--- src/rtl/grid_io_param_bank.sv ---
// Perimeter I/O tile: NUM_IO pad channels on one config-chain segment with a committed shadow config.
// Define GRID_IO_INPUT_SYNC_EN to turn the registered-input path into a 2-flop synchroniser.

module grid_io_chan (
  input  logic prog_clk,
  input  logic pReset,
  input  logic isol_n,
  input  logic dir,
  input  logic reg_en,
  input  logic soc_in,
  input  logic outpad,
  output logic soc_out,
  output logic soc_dir,
  output logic inpad
);
`ifdef GRID_IO_INPUT_SYNC_EN
  localparam int STAGES = 2;
`else
  localparam int STAGES = 1;
`endif

  logic [STAGES-1:0] in_pipe;

  always_ff @(posedge prog_clk) begin
    if (pReset) in_pipe <= '0;
    else        in_pipe <= (in_pipe << 1) | STAGES'(soc_in);
  end

  // Isolation wins over config: pad becomes an input with nothing driven either way.
  assign soc_dir = isol_n ? dir : 1'b1;
  assign soc_out = isol_n & ~dir & outpad;
  assign inpad   = (isol_n & dir) ? (reg_en ? in_pipe[STAGES-1] : soc_in) : 1'b0;
endmodule

module grid_io_param_bank #(
  parameter int NUM_IO   = 4,
  parameter int CFG_BITS = 2
) (
  input  logic              prog_clk,
  input  logic              pReset,
  input  logic              IO_ISOL_N,
  input  logic              ccff_head,
  input  logic              ccff_en,
  output logic              ccff_tail,
  output logic              cfg_done,
  input  logic [NUM_IO-1:0] gfpga_pad_EMBEDDED_IO_HD_SOC_IN,
  output logic [NUM_IO-1:0] gfpga_pad_EMBEDDED_IO_HD_SOC_OUT,
  output logic [NUM_IO-1:0] gfpga_pad_EMBEDDED_IO_HD_SOC_DIR,
  input  logic [NUM_IO-1:0] io_outpad,
  output logic [NUM_IO-1:0] io_inpad
);
  localparam int TOTAL = NUM_IO * CFG_BITS;
  localparam int CNT_W = $clog2(TOTAL + 1);

  logic [TOTAL-1:0]                   chain, chain_nxt;
  logic [NUM_IO-1:0][CFG_BITS-1:0]    act_cfg;
  logic [CNT_W-1:0]                   cnt, cnt_nxt;
  logic                               done_nxt;

  always_comb begin
    chain_nxt = chain;
    cnt_nxt   = cnt;
    done_nxt  = cfg_done;
    if (ccff_en) begin
      chain_nxt    = chain << 1;
      chain_nxt[0] = ccff_head;
      // A shift after a commit starts a fresh load; the old active cfg stays live.
      if (cfg_done)                     cnt_nxt = CNT_W'(1);
      else if (cnt != CNT_W'(TOTAL))    cnt_nxt = cnt + CNT_W'(1);
      done_nxt = (cnt_nxt == CNT_W'(TOTAL));
    end
  end

  always_ff @(posedge prog_clk) begin
    if (pReset) begin
      chain    <= '0;
      act_cfg  <= '0;
      cnt      <= '0;
      cfg_done <= 1'b0;
    end else begin
      chain    <= chain_nxt;
      cnt      <= cnt_nxt;
      cfg_done <= done_nxt;
      if (ccff_en && done_nxt) act_cfg <= chain_nxt;
    end
  end

  assign ccff_tail = chain[TOTAL-1];

  for (genvar k = 0; k < NUM_IO; k++) begin : g_ch
    grid_io_chan u_ch (
      .prog_clk (prog_clk),
      .pReset   (pReset),
      .isol_n   (IO_ISOL_N),
      .dir      (act_cfg[k][0]),
      .reg_en   (act_cfg[k][1]),
      .soc_in   (gfpga_pad_EMBEDDED_IO_HD_SOC_IN[k]),
      .outpad   (io_outpad[k]),
      .soc_out  (gfpga_pad_EMBEDDED_IO_HD_SOC_OUT[k]),
      .soc_dir  (gfpga_pad_EMBEDDED_IO_HD_SOC_DIR[k]),
      .inpad    (io_inpad[k])
    );
  end
endmodule

--- config.mk ---
export PLATFORM = sky130hd
export DESIGN_NAME = grid_io_param_bank
export DESIGN_NICKNAME = d
export VERILOG_FILES = /design/src/rtl/grid_io_param_bank.sv
export SDC_FILE = /design/constraint.sdc
export NUM_CORES = 1
export LEC_CHECK = 0
export ABC_AREA = 1
export BUFFER_PORTS_ARGS = -buffer_cell sky130_fd_sc_hd__buf_4
export CORE_UTILIZATION = 45
export DETAILED_ROUTE_END_ITERATION = 10
export PLACE_DENSITY = 0.8
export SYNTH_ARGS = -nofsm -noshare
export SYNTH_HDL_FRONTEND = slang
export SYNTH_SLANG_ARGS = --single-unit
--- constraint.sdc ---
create_clock -name prog_clk -period 1.8 [get_ports prog_clk]
set_input_delay 0.18 -clock prog_clk [delete_from_list [all_inputs] [get_ports prog_clk]]
set_output_delay 0.18 -clock prog_clk [all_outputs]
set_load 0.05 [all_outputs]
# Word-level counts from Yosys, hierarchy flattened

Cells that the tools add are included.

Input port bits: 13
Output and inout port bits: 14
Word-level logic and storage cells: 48
Flip-flop bits (word level): 25

Reductions and logical operators: 1
Bitwise operators: 16
Eq/ne operators: 2
Add/sub/neg operators: 1
Mux-type cells: 17

Operators with widths:

| cell                                                           | count |
|---|---|
| 1-bit 2-to-1 mux                                               | 13 |
| 1-bit AND                                                      | 12 |
| 4-bit 2-to-1 mux                                               | 3 |
| 8-bit 2-to-1 mux                                               | 1 |
| 4-bit by 1-bit adder with 4-bit output (second input constant) | 1 |
| 4-bit equality test (second input constant)                    | 1 |
| 4-bit != test (second input constant)                          | 1 |
| 1-bit NOT                                                      | 4 |
| 1-bit logical AND                                              | 1 |

# Depth between registers and ports, before layout

Word-level depth: 7
Gate-level depth with buffers: 10
Gate-level depth less buffers: 9

# Cells and area by module

From an unflattened synthesis, not the netlist that was laid out.

Cell total of the unflattened synthesis: 168
Area, all modules: 1208.7 µm²

By module, submodules not included:

| module             | area an instance (µm²) | cells an instance | instances | sequential area each (µm²) |
|---|---|---|---|---|
| grid_io_param_bank | 923.4                  | 116               | 1         | 420.4 |
| grid_io_chan       | 71.3                   | 13                | 4         | 20.0 |

# Worst setup path before layout

OpenSTA, ideal clock, no wires.

Path kind: flip-flop to flip-flop
Start point: reg cfg_done
End point: reg act_cfg[0] in the netlist's numbering
Cell stages (with the launch flop): 9
Required time: 1.685 ns
Buffers on the path: 1
Arrival time: 1.401 ns
Setup slack: 0.284 ns
Library setup time: 0.115 ns
Period minus slack after synthesis: 1.516 ns
Path through: dfxtp_1 > inv_1 > nand3_1 > nor2_2 > nor2_4 > buf_6 > nand3_1 > nand2_1 > nor2_1

Longest elaborated chain between the ends: 5

RTL lines:

| element                  | line | RTL |
|---|---|---|
| start: declaration       | 45   | `output logic cfg_done,` |
| start signal: assignment | 83   | `cfg_done <= done_nxt;` |
| 4-bit 2-to-1 mux         | 68   | `if (cfg_done) cnt_nxt = CNT_W'(1);` |
| 4-bit 2-to-1 mux         | 64   | `if (ccff_en) begin` |
| 4-bit equality test      | 70   | `done_nxt = (cnt_nxt == CNT_W'(TOTAL));` |
| 1-bit 2-to-1 mux *       | 64   |  |
| 1-bit logical AND *      | 84   | `if (ccff_en && done_nxt) act_cfg <= chain_nxt;` |
| end signal: assignment   | 84   |  |
| end: declaration         | 56   | `logic [NUM_IO-1:0][CFG_BITS-1:0] act_cfg;` |

Mark *: on every way between the ends. The rest lies on a longest branch, timed or not. The select of a mux whose other input is x is not followed.
A chain may end at the register's enable or synchronous reset.

# Final worst setup path

Start point: reg cnt[0]
End point: reg act_cfg[0] in the netlist's numbering

Longest elaborated chain between the ends: 7
Elaborated cells on any way between the ends: 8
Classes of those cells: 1 x add/sub; 2 x eq/ne; 4 x mux; 1 x reduce/logical

RTL lines:

| element                                                                        | line | RTL |
|---|---|---|
| start: declaration                                                             | 57   | `logic [CNT_W-1:0] cnt, cnt_nxt;` |
| start signal: assignment                                                       | 82   | `cnt <= cnt_nxt;` |
| 4-bit by 1-bit adder with 4-bit output / 4-bit != test (equally long branches) | 69   | `else if (cnt != CNT_W'(TOTAL)) cnt_nxt = cnt + CNT_W'(1);` |
| 4-bit 2-to-1 mux *                                                             | 69   |  |
| 4-bit 2-to-1 mux *                                                             | 68   |  |
| 4-bit 2-to-1 mux *                                                             | 64   |  |
| 4-bit equality test *                                                          | 70   |  |
| 1-bit 2-to-1 mux *                                                             | 64   |  |
| 1-bit logical AND *                                                            | 84   |  |

Marks and branches as above.

==> flow_metrics.env <==
export IMPL_p_per_area_nw_per_um2=715
export IMPL_max_cap_viol_count=0
export IMPL_net_count_of_the_mapped_netlist=188
export IMPL_count_of_cells_resized_by_post_cts_repair=0
export IMPL_worstSetupEndpointType="register"
export IMPL_placed_cells=212
export IMPL_power_ir_vdd_worst_mv=0.528
export IMPL_postRouteWirelength_um=2120
export IMPL_drtIter0Drc=16
export IMPL_worst_setup_path_start_kind="register"
export IMPL_cp_cell_sequence="inv_1 -> ha_1 -> nor2_1 -> nand3_2 -> nor2_4 -> buf_12 -> nand3_1 -> nand2_1 -> nor2_1"
export IMPL_drive_above_1_share_pct=20.9
export IMPL_cts_root_to_sink_buffers=2
export IMPL_number_of_global_route_vias_before_repair=842
export IMPL_grt_antenna_before_repair=0
export IMPL_ys_types=24
export IMPL_gp_congestion=0.805
export IMPL_count_of_antenna_violating_nets_left_after_detailed_routing=0
export IMPL_clkLatencyLatePin_ps=310
export IMPL_result_of_the_run="complete, no violations"
export IMPL_wl_per_cell_um=9.76
export IMPL_critical_path_top_delay_family="simple AND/OR/NAND/NOR gates"
export IMPL_hold_path_class="input port to register"
export IMPL_worst_path_fanout_max=17
export IMPL_area_share_of_xor_xnor_cells_in_the_synthesized_design_pct=0
export IMPL_grt_usage_pct=15.4
export IMPL_critPathMostFrequentCell="nor2_1"
export IMPL_synth_simple_area_share_pct=28.3
export IMPL_utilization_pct=54.9
export IMPL_register_area_share_after_synthesis_pct=39.8
export IMPL_port_buffers=26
export IMPL_drt_pre_antenna_iters=4
export IMPL_die_width_um=54.8
export IMPL_rows=18
export IMPL_floorplan_core_area_um2=2570
export IMPL_fmax_mhz=631
export IMPL_drc=0
export IMPL_dr_total_vias=1012
export IMPL_fin_nets=203
export IMPL_cts_sink_count=25
export IMPL_layout_area_seq_um2=500
export IMPL_number_of_failing_hold_endpoints_at_the_final_stage=0
export IMPL_final_cells=217
export IMPL_overflow=0
export IMPL_synth_area_mux_share_pct=3.19
export IMPL_crit_type="register to register"
export IMPL_io_pins=27
export IMPL_path_buf_inv=2
export IMPL_min_period_over_period_pct=88.0
export IMPL_required_time_of_the_critical_path_ps=2020
export IMPL_finClkSkew_ps=0.682
export IMPL_netlist_instances=173
export IMPL_compound_gate_fraction_of_synth_area_pct=9.26
export IMPL_finalWorstPathRequiredPeriod_ps=1580
export IMPL_h_tree_depth=1
export IMPL_count_of_endpoints_failing_setup_in_the_final_report=0
export IMPL_cellLeakagePower_uw=0.000669
export IMPL_syn_avg_cell_area_um2=7.26
export IMPL_fillers=263
export IMPL_ys_seq_elements=25
export IMPL_cts_buffers=3
export IMPL_fp_dieArea_um2=3010
export IMPL_grt_max_degree=19
export IMPL_grt_pass1_wl_um=3330
export IMPL_setup_tns_final_ps=0
export IMPL_clkSlewWorstSetupHoldPaths_ps=120
export IMPL_post_dp_hpwl_um=1640
export IMPL_multiInputGateArea_um2=537
export IMPL_yosys_warnings=0
export IMPL_cts_setup_buffers=0
export IMPL_timing_worst_slew_pin_value_ps=372
export IMPL_post_drt_via_cell_ratio=4.66
export IMPL_main_combinational_cell_family_by_area_after_synthesis="simple AND/OR/NAND/NOR gates"
export IMPL_tritoncts="yes"
export IMPL_area_growth_pct=12.3
export IMPL_final_max_slew_viol_count=0
export IMPL_critPathArrivalTime_ps=1810
export IMPL_clockRootBuffer="clkbuf_4"
export IMPL_mappedNetlistArea_um2=1260
export IMPL_yosys_area_share_adder_pct=1.99
export IMPL_rsz0062_at_grt="false"
export IMPL_insertedDiodeCount=0
export IMPL_start_util_pct=48.9
export IMPL_vertical_extent_of_the_die_um=54.8
export IMPL_hold_buf_cts=0
export IMPL_cp_slowest_stage_delay_ps=420
export IMPL_slew_headroom_pct=75.1
export IMPL_slowest_stage="dfxtp_1"
-- metrics by stage --
| stage | total power, uW | hold slack, ps | worst slack, ps | instance area (um^2) |
|---|---|---|---|---|
| CTS | 1010 | 74.9 | 140 | 1390 |
| finish | 1010 | 74.1 | 216 | 1410 |
| global placement | 770 | 394 | 205 | 1360 |
| detailed placement | 773 | 403 | 153 | 1360 |
| global route | 1060 | 87.8 | 65.2 | 1410 |
| floorplan | 737 | 305 | 284 | 1260 |
-- cells in the mapped netlist --
master     n  share of area [%]
clkbuf_1   2               0.60
mux2i_1    4                3.2
inv_2      2               0.60
o21ai_0    4                1.6
a211oi_1   1               0.60
buf_2      1               0.40
o211ai_1   1               0.60
nor2_1    32                9.6
dfxtp_1   25                 40
nor2_2     1               0.50
a21oi_1   13                5.2
nor2_4     3                2.7
nand4_1    1               0.50
inv_1     22                6.6
buf_6      2                1.8
nand3_2    2                1.6
ha_1       2                2.0
buf_4     12                7.2
nor3_1     4                1.6
o21a_1     1               0.60
clkinv_1   1               0.30
nand2_1   25                7.5
nand3_1   11                4.4
a21oi_2    1               0.70
-- layout by cell type (no fill, tap or decap), drive strengths merged --
| master | instances |
|---|---|
| inv | 24 |
| nand3 | 13 |
| mux2i | 4 |
| clkinv | 1 |
| nor3 | 4 |
| dfxtp | 25 |
| nand2 | 25 |
| a211oi | 1 |
| ha | 2 |
| o211ai | 1 |
| o21a | 1 |
| o21ai | 4 |
| clkbuf | 4 |
| nor2 | 36 |
| buf | 27 |
| nand4 | 1 |
| a21oi | 14 |
-- cells by family after synthesis --
kind of cell	after synthesis
and+or+nand+nor	79
muxes	4
adders and majority gates	2
AOI/OAI and AO/OA	21
DFF	25
buffers and inverters	42
-- tightest hold or removal path: stages --
cell	delay, ps
buf_4	80
inv_1	40
nor2_1	60
-- final cells by class --
cell class              count  share of cell area [%]
clock buffers               4                    1.86
well taps                  30                    2.66
multi-input cells         106                    38.1
repair buffers             27                    15.3
flip-flops and latches     25                    35.5
inverters                  25                    6.65
-- routing by layer --
layer / vias up / share of wire (%) / global-route usage (%)
met5: - / 0 / 0
met4: 0 / 1.4 / 5.13
met3: 5 / 1.9 / 1.67
met2: 12 / 51 / 26.7
met1: 442 / 46 / 19.5
li1: 553 / - / -
-- sequential cells by signal, summed over array words and instances (netlist names) --
register	cells
cfg_done	1
g_ch.u_ch.in_pipe	4
chain	8
cnt	4
act_cfg	8
-- report_power, final --
| part | switching, uW | internal [uW] | leakage [uW] | total, uW |
|---|---|---|---|---|
| registers | 10.0 | 572 | 0.000204 | 582 |
| logic | 117 | 70.6 | 0.000450 | 187 |
| clock network | 153 | 86.6 | 0.0000150 | 239 |
-- final timing paths --
path                          end                               start  cells past startpoint  slack [ps]
max                    act_cfg[0]                              cnt[0]                      9         220
min          g_ch[1].u_ch.in_pipe  gfpga_pad_EMBEDDED_IO_HD_SOC_IN[1]                      3          70
max reg2reg            act_cfg[0]                              cnt[0]                      9         220
min reg2reg            act_cfg[4]                          act_cfg[4]                      2         500
(Power assumes the default switching activity.)
